[src/rtl/rs_issue_scheduler.sv]
// Reservation-station scheduler: allocates dispatched entries, wakes sources from CDB tags,
// and offers the oldest ready entry to each functional-unit port via valid/ready.
module rs_issue_scheduler #(
    parameter  int SS         = 2,
    parameter  int RS_DEPTH   = 8,
    parameter  int PR_ENTRIES = 64,
    parameter  int CDB_PORTS  = 2,
    parameter  int NUM_FU     = 2,
    parameter  int PAYLOAD_W  = 64,
    localparam int PRW        = $clog2(PR_ENTRIES),
    localparam int FUW        = (NUM_FU > 1) ? $clog2(NUM_FU) : 1,
    localparam int CW         = $clog2(RS_DEPTH) + 1
) (
    input  logic                                clk,
    input  logic                                rst,
    input  logic                                flush,
    input  logic [SS-1:0]                       dispatch_valid,
    input  logic [SS-1:0][PRW-1:0]              dispatch_rs1,
    input  logic [SS-1:0][PRW-1:0]              dispatch_rs2,
    input  logic [SS-1:0]                       dispatch_rs1_rdy,
    input  logic [SS-1:0]                       dispatch_rs2_rdy,
    input  logic [SS-1:0][FUW-1:0]              dispatch_fu,
    input  logic [SS-1:0][PAYLOAD_W-1:0]        dispatch_payload,
    output logic                                rs_full,
    output logic [CW-1:0]                       free_count,
    input  logic [CDB_PORTS-1:0]                cdb_valid,
    input  logic [CDB_PORTS-1:0][PRW-1:0]       cdb_preg,
    output logic [NUM_FU-1:0]                   issue_valid,
    input  logic [NUM_FU-1:0]                   issue_ready,
    output logic [NUM_FU-1:0][PAYLOAD_W-1:0]    issue_payload,
    output logic [NUM_FU-1:0][PRW-1:0]          issue_rs1,
    output logic [NUM_FU-1:0][PRW-1:0]          issue_rs2
);

    logic [RS_DEPTH-1:0]                 valid_q, rs1_rdy_q, rs2_rdy_q, ready;
    logic [RS_DEPTH-1:0][PRW-1:0]        rs1_q, rs2_q;
    logic [RS_DEPTH-1:0][FUW-1:0]        fu_q;
    logic [RS_DEPTH-1:0][PAYLOAD_W-1:0]  payload_q;
    logic [RS_DEPTH-1:0][RS_DEPTH-1:0]   older_q;

    logic [NUM_FU-1:0][RS_DEPTH-1:0]     sel_oh;
    logic [SS-1:0][RS_DEPTH-1:0]         alloc_oh, alloc_prior;
    logic [RS_DEPTH-1:0]                 alloc_taken, wake1, wake2;
    logic                                alloc_found;
    logic [SS-1:0]                       byp1, byp2;
    logic [CW-1:0]                       valid_cnt;

    assign ready = valid_q & rs1_rdy_q & rs2_rdy_q;

    // An entry is selected when it is ready for port f and no older ready entry targets f.
    always_comb begin
        sel_oh = '0;
        for (int f = 0; f < NUM_FU; f++) begin
            for (int i = 0; i < RS_DEPTH; i++) begin
                if (ready[i] && fu_q[i] == FUW'(f)) begin
                    sel_oh[f][i] = 1'b1;
                    for (int j = 0; j < RS_DEPTH; j++) begin
                        if (ready[j] && fu_q[j] == FUW'(f) && older_q[j][i])
                            sel_oh[f][i] = 1'b0;
                    end
                end
            end
        end
    end

    always_comb begin
        issue_valid   = '0;
        issue_payload = '0;
        issue_rs1     = '0;
        issue_rs2     = '0;
        for (int f = 0; f < NUM_FU; f++) begin
            issue_valid[f] = |sel_oh[f];
            for (int i = 0; i < RS_DEPTH; i++) begin
                if (sel_oh[f][i]) begin
                    issue_payload[f] = payload_q[i];
                    issue_rs1[f]     = rs1_q[i];
                    issue_rs2[f]     = rs2_q[i];
                end
            end
        end
    end

    always_comb begin
        valid_cnt = '0;
        for (int i = 0; i < RS_DEPTH; i++)
            valid_cnt = valid_cnt + CW'(valid_q[i]);
    end

    assign free_count = CW'(RS_DEPTH) - valid_cnt;
    assign rs_full    = free_count < CW'(SS);

    // Lane l claims the l-th lowest free slot; alloc_prior records slots claimed by lower lanes.
    always_comb begin
        alloc_oh    = '0;
        alloc_prior = '0;
        alloc_taken = '0;
        alloc_found = 1'b0;
        for (int l = 0; l < SS; l++) begin
            alloc_prior[l] = alloc_taken;
            alloc_found    = 1'b0;
            if (dispatch_valid[l] && !rs_full) begin
                for (int i = 0; i < RS_DEPTH; i++) begin
                    if (!alloc_found && !valid_q[i] && !alloc_taken[i]) begin
                        alloc_oh[l][i] = 1'b1;
                        alloc_taken[i] = 1'b1;
                        alloc_found    = 1'b1;
                    end
                end
            end
        end
    end

    always_comb begin
        byp1  = '0;
        byp2  = '0;
        wake1 = '0;
        wake2 = '0;
        for (int c = 0; c < CDB_PORTS; c++) begin
            for (int l = 0; l < SS; l++) begin
                if (cdb_valid[c] && cdb_preg[c] == dispatch_rs1[l]) byp1[l] = 1'b1;
                if (cdb_valid[c] && cdb_preg[c] == dispatch_rs2[l]) byp2[l] = 1'b1;
            end
            for (int i = 0; i < RS_DEPTH; i++) begin
                if (cdb_valid[c] && cdb_preg[c] == rs1_q[i]) wake1[i] = 1'b1;
                if (cdb_valid[c] && cdb_preg[c] == rs2_q[i]) wake2[i] = 1'b1;
            end
        end
    end

    // Row writes skip same-cycle allocations so their relative age comes only from column writes.
    always_ff @(posedge clk) begin
        if (rst) begin
            valid_q   <= '0;
            rs1_rdy_q <= '0;
            rs2_rdy_q <= '0;
            older_q   <= '0;
        end else if (flush) begin
            valid_q <= '0;
        end else begin
            for (int i = 0; i < RS_DEPTH; i++) begin
                if (wake1[i]) rs1_rdy_q[i] <= 1'b1;
                if (wake2[i]) rs2_rdy_q[i] <= 1'b1;
                for (int f = 0; f < NUM_FU; f++) begin
                    if (sel_oh[f][i] && issue_ready[f]) valid_q[i] <= 1'b0;
                end
                for (int l = 0; l < SS; l++) begin
                    if (alloc_oh[l][i]) begin
                        valid_q[i]   <= 1'b1;
                        rs1_rdy_q[i] <= dispatch_rs1_rdy[l] | byp1[l];
                        rs2_rdy_q[i] <= dispatch_rs2_rdy[l] | byp2[l];
                        for (int j = 0; j < RS_DEPTH; j++) begin
                            older_q[j][i] <= valid_q[j] | alloc_prior[l][j];
                            if (!alloc_taken[j]) older_q[i][j] <= 1'b0;
                        end
                    end
                end
            end
        end
    end

    always_ff @(posedge clk) begin
        for (int i = 0; i < RS_DEPTH; i++) begin
            for (int l = 0; l < SS; l++) begin
                if (alloc_oh[l][i]) begin
                    rs1_q[i]     <= dispatch_rs1[l];
                    rs2_q[i]     <= dispatch_rs2[l];
                    fu_q[i]      <= dispatch_fu[l];
                    payload_q[i] <= dispatch_payload[l];
                end
            end
        end
    end

endmodule

[config.mk]
export PLATFORM = sky130hd
export DESIGN_NAME = rs_issue_scheduler
export DESIGN_NICKNAME = d
export VERILOG_FILES = /design/src/rtl/rs_issue_scheduler.sv
export SDC_FILE = /design/constraint.sdc
export NUM_CORES = 2
export LEC_CHECK = 0
export CAP_MARGIN = 15
export CORE_MARGIN = 1
export CORE_UTILIZATION = 45
export DETAILED_ROUTE_END_ITERATION = 7
export HOLD_SLACK_MARGIN = 0.06
export PLACE_DENSITY = 0.75
export SLEW_MARGIN = 30
export SYNTH_ARGS = -nofsm -noshare
export SYNTH_HDL_FRONTEND = slang
export SYNTH_SLANG_ARGS = --single-unit
[constraint.sdc]
create_clock -name clk -period 7.9 [get_ports clk]
set_input_delay 1.58 -clock clk [delete_from_list [all_inputs] [get_ports clk]]
set_output_delay 1.58 -clock clk [all_outputs]
set_load 0.01 [all_outputs]
Word level (Yosys, flattened, before mapping)

Cells that the tools add are included.

Input port bits: 179
Bits in registers: 704
Output and inout port bits: 159
Word-level logic and storage cells: 1,139

Magnitude comparators: 1
$add $sub $neg: 8
Reductions and logical operators: 314
Bitwise logic cells: 23
Equal/unequal tests: 40
Multiplexer cells: 681

Operators with widths:

| cell                                                | number |
|---|---|
| 2-to-1 mux 64 bit                                   | 32 |
| 2-to-1 mux 1 bit                                    | 566 |
| 2-to-1 mux 6 bit                                    | 64 |
| == test 6 bit                                       | 40 |
| logical AND 1 bit                                   | 224 |
| 2-to-1 mux 8 bit                                    | 15 |
| AND reduction 2 bit                                 | 24 |
| nonzero test 3 bit                                  | 16 |
| 2-to-1 mux 9 bit                                    | 4 |
| nonzero test 4 bit                                  | 8 |
| logical NOT 1 bit                                   | 31 |
| adder 4 x 1 -> 4 bit                                | 4 |
| AND 8 bit                                           | 2 |
| nonzero test 2 bit                                  | 8 |
| OR reduction 8 bit                                  | 2 |
| bitwise OR 1 bit                                    | 12 |
| NOT 1 bit                                           | 9 |
| adder 3 x 1 -> 4 bit                                | 1 |
| < comparator 4 x 2 -> 1 bit (second input constant) | 1 |
| subtractor 4 bit (first input constant)             | 1 |
| adder 2 x 1 -> 3 bit                                | 1 |
| adder 1 x 1 -> 2 bit                                | 1 |
| OR reduction 2 bit                                  | 1 |

Longest topological paths before layout

Depth in word-level cells: 89
Mapped depth: 22
Depth with buffers taken out: 18

Worst setup path before layout

No wires, ideal clock.

Kind: flip-flop to flip-flop
From: register valid_q[1]
To: register older_q[0] (netlist name)
Clock period less this slack: 6.167 ns
Arrival time: 6.048 ns
Required time: 7.781 ns
Library setup time: 0.119 ns
Setup slack: 1.733 ns
Buffers on the path: 2
Cell stages (with the launch flop): 17
Cell sequence: dfxtp_1 > fa_1 > inv_1 > ha_1 > inv_1 > fa_1 > inv_1 > fa_1 > nand2b_1 > buf_4 > inv_2 > nor2_1 > o21ai_0 > inv_1 > clkbuf_1 > nand2_1 > and3_1

Longest elaborated chain between the ends: 19
Elaborated cells between the ends (all ways): 26
Those cells by class: 8 x add/sub; 1 x order compare; 9 x mux; 1 x bitwise; 7 x reduce/logical

Ends and longest elaborated chain:

| what                                   | line | RTL |
|---|---|---|
| from (decl)                            | 35   | `logic [RS_DEPTH-1:0] valid_q, rs1_rdy_q, rs2_rdy_q, ready;` |
| from (signal assigned)                 | 133  | `valid_q <= '0;` |
| from (signal assigned)                 | 138  | `valid_q <= '0;` |
| from (signal, indexed assignment)      | 144  | `if (sel_oh[f][i] && issue_ready[f]) valid_q[i] <= 1'b0;` |
| adder 1 x 1 -> 2 bit (*)               | 86   | `valid_cnt = valid_cnt + CW'(valid_q[i]);` |
| adder 2 x 1 -> 3 bit (*)               | 86   |  |
| adder 3 x 1 -> 4 bit (*)               | 86   |  |
| adder 4 x 1 -> 4 bit (*) (4 in series) | 86   |  |
| subtractor 4 bit (*)                   | 89   | `assign free_count = CW'(RS_DEPTH) - valid_cnt;` |
| via free_count[1]                      | 25   | `output logic [CW-1:0] free_count,` |
| < comparator 4 x 2 -> 1 bit (*)        | 90   | `assign rs_full = free_count < CW'(SS);` |
| via rs_full                            | 24   | `output logic rs_full,` |
| logical NOT 1 bit (*)                  | 101  | `if (dispatch_valid[l] && !rs_full) begin` |
| logical AND 1 bit                      | 101  |  |
| 2-to-1 mux 8 bit                       | 101  |  |
| logical NOT 1 bit                      | 103  | `if (!alloc_found && !valid_q[i] && !alloc_taken[i]) begin` |
| logical AND 1 bit                      | 103  |  |
| 2-to-1 mux 1 bit                       | 103  |  |
| 2-to-1 mux 8 bit                       | 101  |  |
| 2-to-1 mux 1 bit                       | 153  | `if (!alloc_taken[j]) older_q[i][j] <= 1'b0;` |
| 2-to-1 mux 9 bit (2 in series)         | 147  | `if (alloc_oh[l][i]) begin` |
| to (signal, indexed assignment)        | 152  | `older_q[j][i] <= valid_q[j] \| alloc_prior[l][j];` |
| to (decl)                              | 39   | `logic [RS_DEPTH-1:0][RS_DEPTH-1:0] older_q;` |

Mark *: on every way through the listed nets, which the timed path passes. The rest lies on a longest branch. The select of a mux whose other input is x is not followed.
A chain may end at the register's enable or synchronous reset.

==> impl_metrics.json <==
{
  "overflow": 0,
  "worst_clock_skew_ns": 0.0349,
  "synthesis.nets": 4219,
  "antenna_found_initial": 28,
  "place_congestion": 1.00,
  "syn_area_mm2": 0.0443,
  "synth-seq-cells": 704,
  "post-cts-setup-buffers": 0,
  "pin_count_of_the_biggest_net_entering_global_routing": 151,
  "avgSynthCellArea_um2": 11.0,
  "whs_ns": 0.479,
  "final_min_period_over_clock_period_pct": 89.3,
  "clk_pin_slew_ns": 0.06,
  "drt_pass1_iterations": 8,
  "grt_first_pass_wirelength_um": 254000,
  "post-synth-top-area-cell": "sky130_fd_sc_hd__edfxtp_1",
  "slew_violations": 0,
  "timing.critical_path.required_ns": 6.32,
  "max_slew_margin_pct": 26.5,
  "global_route.peak_usage_layer": "met2",
  "power-per-cell-area_mw_per_mm2": 169,
  "synth_commonest_cells": "sky130_fd_sc_hd__mux2_2 (642), sky130_fd_sc_hd__edfxtp_1 (616), sky130_fd_sc_hd__nand2_1 (350), sky130_fd_sc_hd__nor2_1 (246), sky130_fd_sc_hd__a221oi_1 (226)",
  "status": "finished with violations",
  "gr-usage-met2_pct": 51.9,
  "grt_pass1_vias": 37600,
  "track_usage_pct": 34.5,
  "violations": "design-rule violations",
  "worstHoldPathType": "register to register",
  "setup_slack_ns": 0.844,
  "ant_nets": 0,
  "dpl_worst_slack_ns": 1.65,
  "timing.critical_path.fanout_max": 35,
  "timing.fmax_ghz": 0.142,
  "unique_masters_post_synth": 86,
  "synth.top_cells.by_area": "sky130_fd_sc_hd__edfxtp_1 (42%), sky130_fd_sc_hd__mux2_2 (16%), sky130_fd_sc_hd__a221oi_1 (4.5%)",
  "worst-slew-pin-transition_ns": 1.09,
  "cts.sinks": 704,
  "layout-area-overhead-vs-synth_pct": 15.0,
  "postSynth.asyncResetShare_pct": 0,
  "peak_supply_drop_uv": 145,
  "row_count": 114,
  "setup.worst_path.start_class": "register",
  "hold_path_depth": 2,
  "synth_seq_area_share_pct": 45.7,
  "synth.top_cell.area_share_pct": 41.8,
  "routed_via_density": 7.21,
  "port_buffers": 337,
  "drt-initial-drc-count": 7052,
  "period_needed_ns": 7.06,
  "p_total_uw": 8610,
  "fp.dieArea_mm2": 0.0997,
  "critPathArrivalTime_ns": 5.48,
  "fill_cells": 8325,
  "fin_setup_tns_ns": 0,
  "drcViolationCount": 11,
  "report.final.hold_viol_count": 0,
  "cts_hold_buffers": 0,
  "initial_cell_density_of_the_core_pct": 45.6,
  "post-synth-top-count-cell": "sky130_fd_sc_hd__mux2_2",
  "setup_repair_after_global_routing_missed_its_margin": "false",
  "setup_crit_path_kind": "register to output pin",
  "finalSetupViolations": 0,
  "finalNetCount": 4318,
  "clockBufferDepth": 3,
  "instances_no_fill": 5483,
  "ys_dominant_reg_cell": "sky130_fd_sc_hd__edfxtp_1",
  "post_synth_inst_count": 4031,
  "cts.repair.resized": 0,
  "clock-root-buffer": "sky130_fd_sc_hd__clkbuf_16",
  "drt-wirelength-per-cell_um": 32.6,
  "rr_worst_depth": 14,
  "placed_cells_incl_taps": 5323,
  "post-dp-hpwl_um": 102000,
  "met3_usage_pct": 8.03,
  "power.static_leakage_uw": 0.0165,
  "cts.htree.levels": 3,
  "synth_enable_flop_cells": 616,
  "max_cap_viol_count": 0,
  "clk_latency_ns": 0.67,
  "totalWireLength_um": 179000,
  "numCtsBuffers": 79,
  "worst_setup_path_end_kind": "output pin",
  "dieHeight_um": 316,
  "design.core.area_mm2": 0.0971,
  "grt.met1_usage_pct": 44.5,
  "tritoncts_clock_tree": "built",
  "yosysWarnings": 0,
  "dieWidth_um": 316,
  "routed-via-count": 39500,
  "floorplan.io_pins": 338,
  "drive_above_1_share_pct": 22.6
}
## state kept, by name, summed over array words and instances (netlist names)
signal,cells
payload_q,512
rs1_rdy_q,8
rs2_rdy_q,8
valid_q,8
older_q,64
fu_q,8
rs1_q,48
rs2_q,48
## power breakdown
group          internal [uW]  switching (uW)  leakage, uW  total, uW
combinational            373             433      0.00896        806
sequential              4160            69.4      0.00637       4230
clock                   1960            1610      0.00118       3570
total                   6500            2110       0.0165       8610
## final cells by class
type	count	area, um2	share of cell area, %
Multi-Input combinational cell	2880	22200	43.6
Antenna cell	16	40.0	0.0786
Clock inverter	37	262	0.513
Clock buffer	105	2160	4.23
Tap cell	1276	1600	3.13
Timing Repair Buffer	436	4290	8.41
Sequential cell	704	20300	39.8
Inverter	29	124	0.243
## worst max-delay path: stages, from the launching register on
cell and delay (ns):
sky130_fd_sc_hd__dfxtp_1 0.55, sky130_fd_sc_hd__and4_1 0.45, sky130_fd_sc_hd__a222oi_1 0.37, sky130_fd_sc_hd__and4_4 0.72, sky130_fd_sc_hd__nor2_1 0.21, sky130_fd_sc_hd__nor2_4 0.58, sky130_fd_sc_hd__buf_4 0.66, sky130_fd_sc_hd__a221oi_1 0.19
sky130_fd_sc_hd__o21ai_1 0.43, sky130_fd_sc_hd__clkdlybuf4s50_1 0.63
## through the flow
| stage | util (%) | instance area [um2] |
|---|---|---|
| after floorplan | - | 44300 |
| after CTS | 52.3 | 50900 |
| final | 52.4 | 50900 |
| after detailed placement | 49.9 | 48400 |
| after global placement | 49.8 | 48400 |
| after global routing | 52.4 | 50900 |
## cells in the final DEF (no fill, tap or decap), drive strengths merged, types with 29 or more instances in the layout
master and count:
a21oi 77, a221oi 226, a22oi 114, a2bb2oi 64, buf 100, clkbuf 105
clkdlybuf4s50 336, clkinv 29, dfxtp 88, edfxtp 616, inv 34, mux2 681
nand2 352, nand3 91, nand4 46, nor2 246, nor4 39, o211ai 87
o21ai 246, o221ai 143, xnor2 120, xor2 123
## per-layer routing
metal  vias to the layer above  part of all wire, %  wire, um
met5                         -                0.083       149
met4                        22                  6.6     11900
met3                       813                   14     24400
met2                      3574                   44     78800
met1                     19200                   36     63500
li1                      16000                    -         -
## final timing paths
kind	from	slack (ns)	to
min	older_q[2]	0.48	older_q[2]
max	valid_q[3]	0.84	issue_payload[98]
min reg2reg	older_q[2]	0.48	older_q[2]
max reg2reg	valid_q[3]	1.76	payload_q[407]
## kinds of logic after synthesis
| family | share of synthesized area, % |
|---|---|
| XOR/XNOR | 4.81 |
| AND/OR/NAND/NOR | 9.04 |
| AO/OA/AOI/OAI | 17.7 |
| buffers and inverters | 4.52 |
| adder cells (fa/ha/maj) | 0.345 |
| flip-flops | 45.7 |
| multiplexers | 17.8 |
Note: power is estimated with default switching activity, not from simulation.
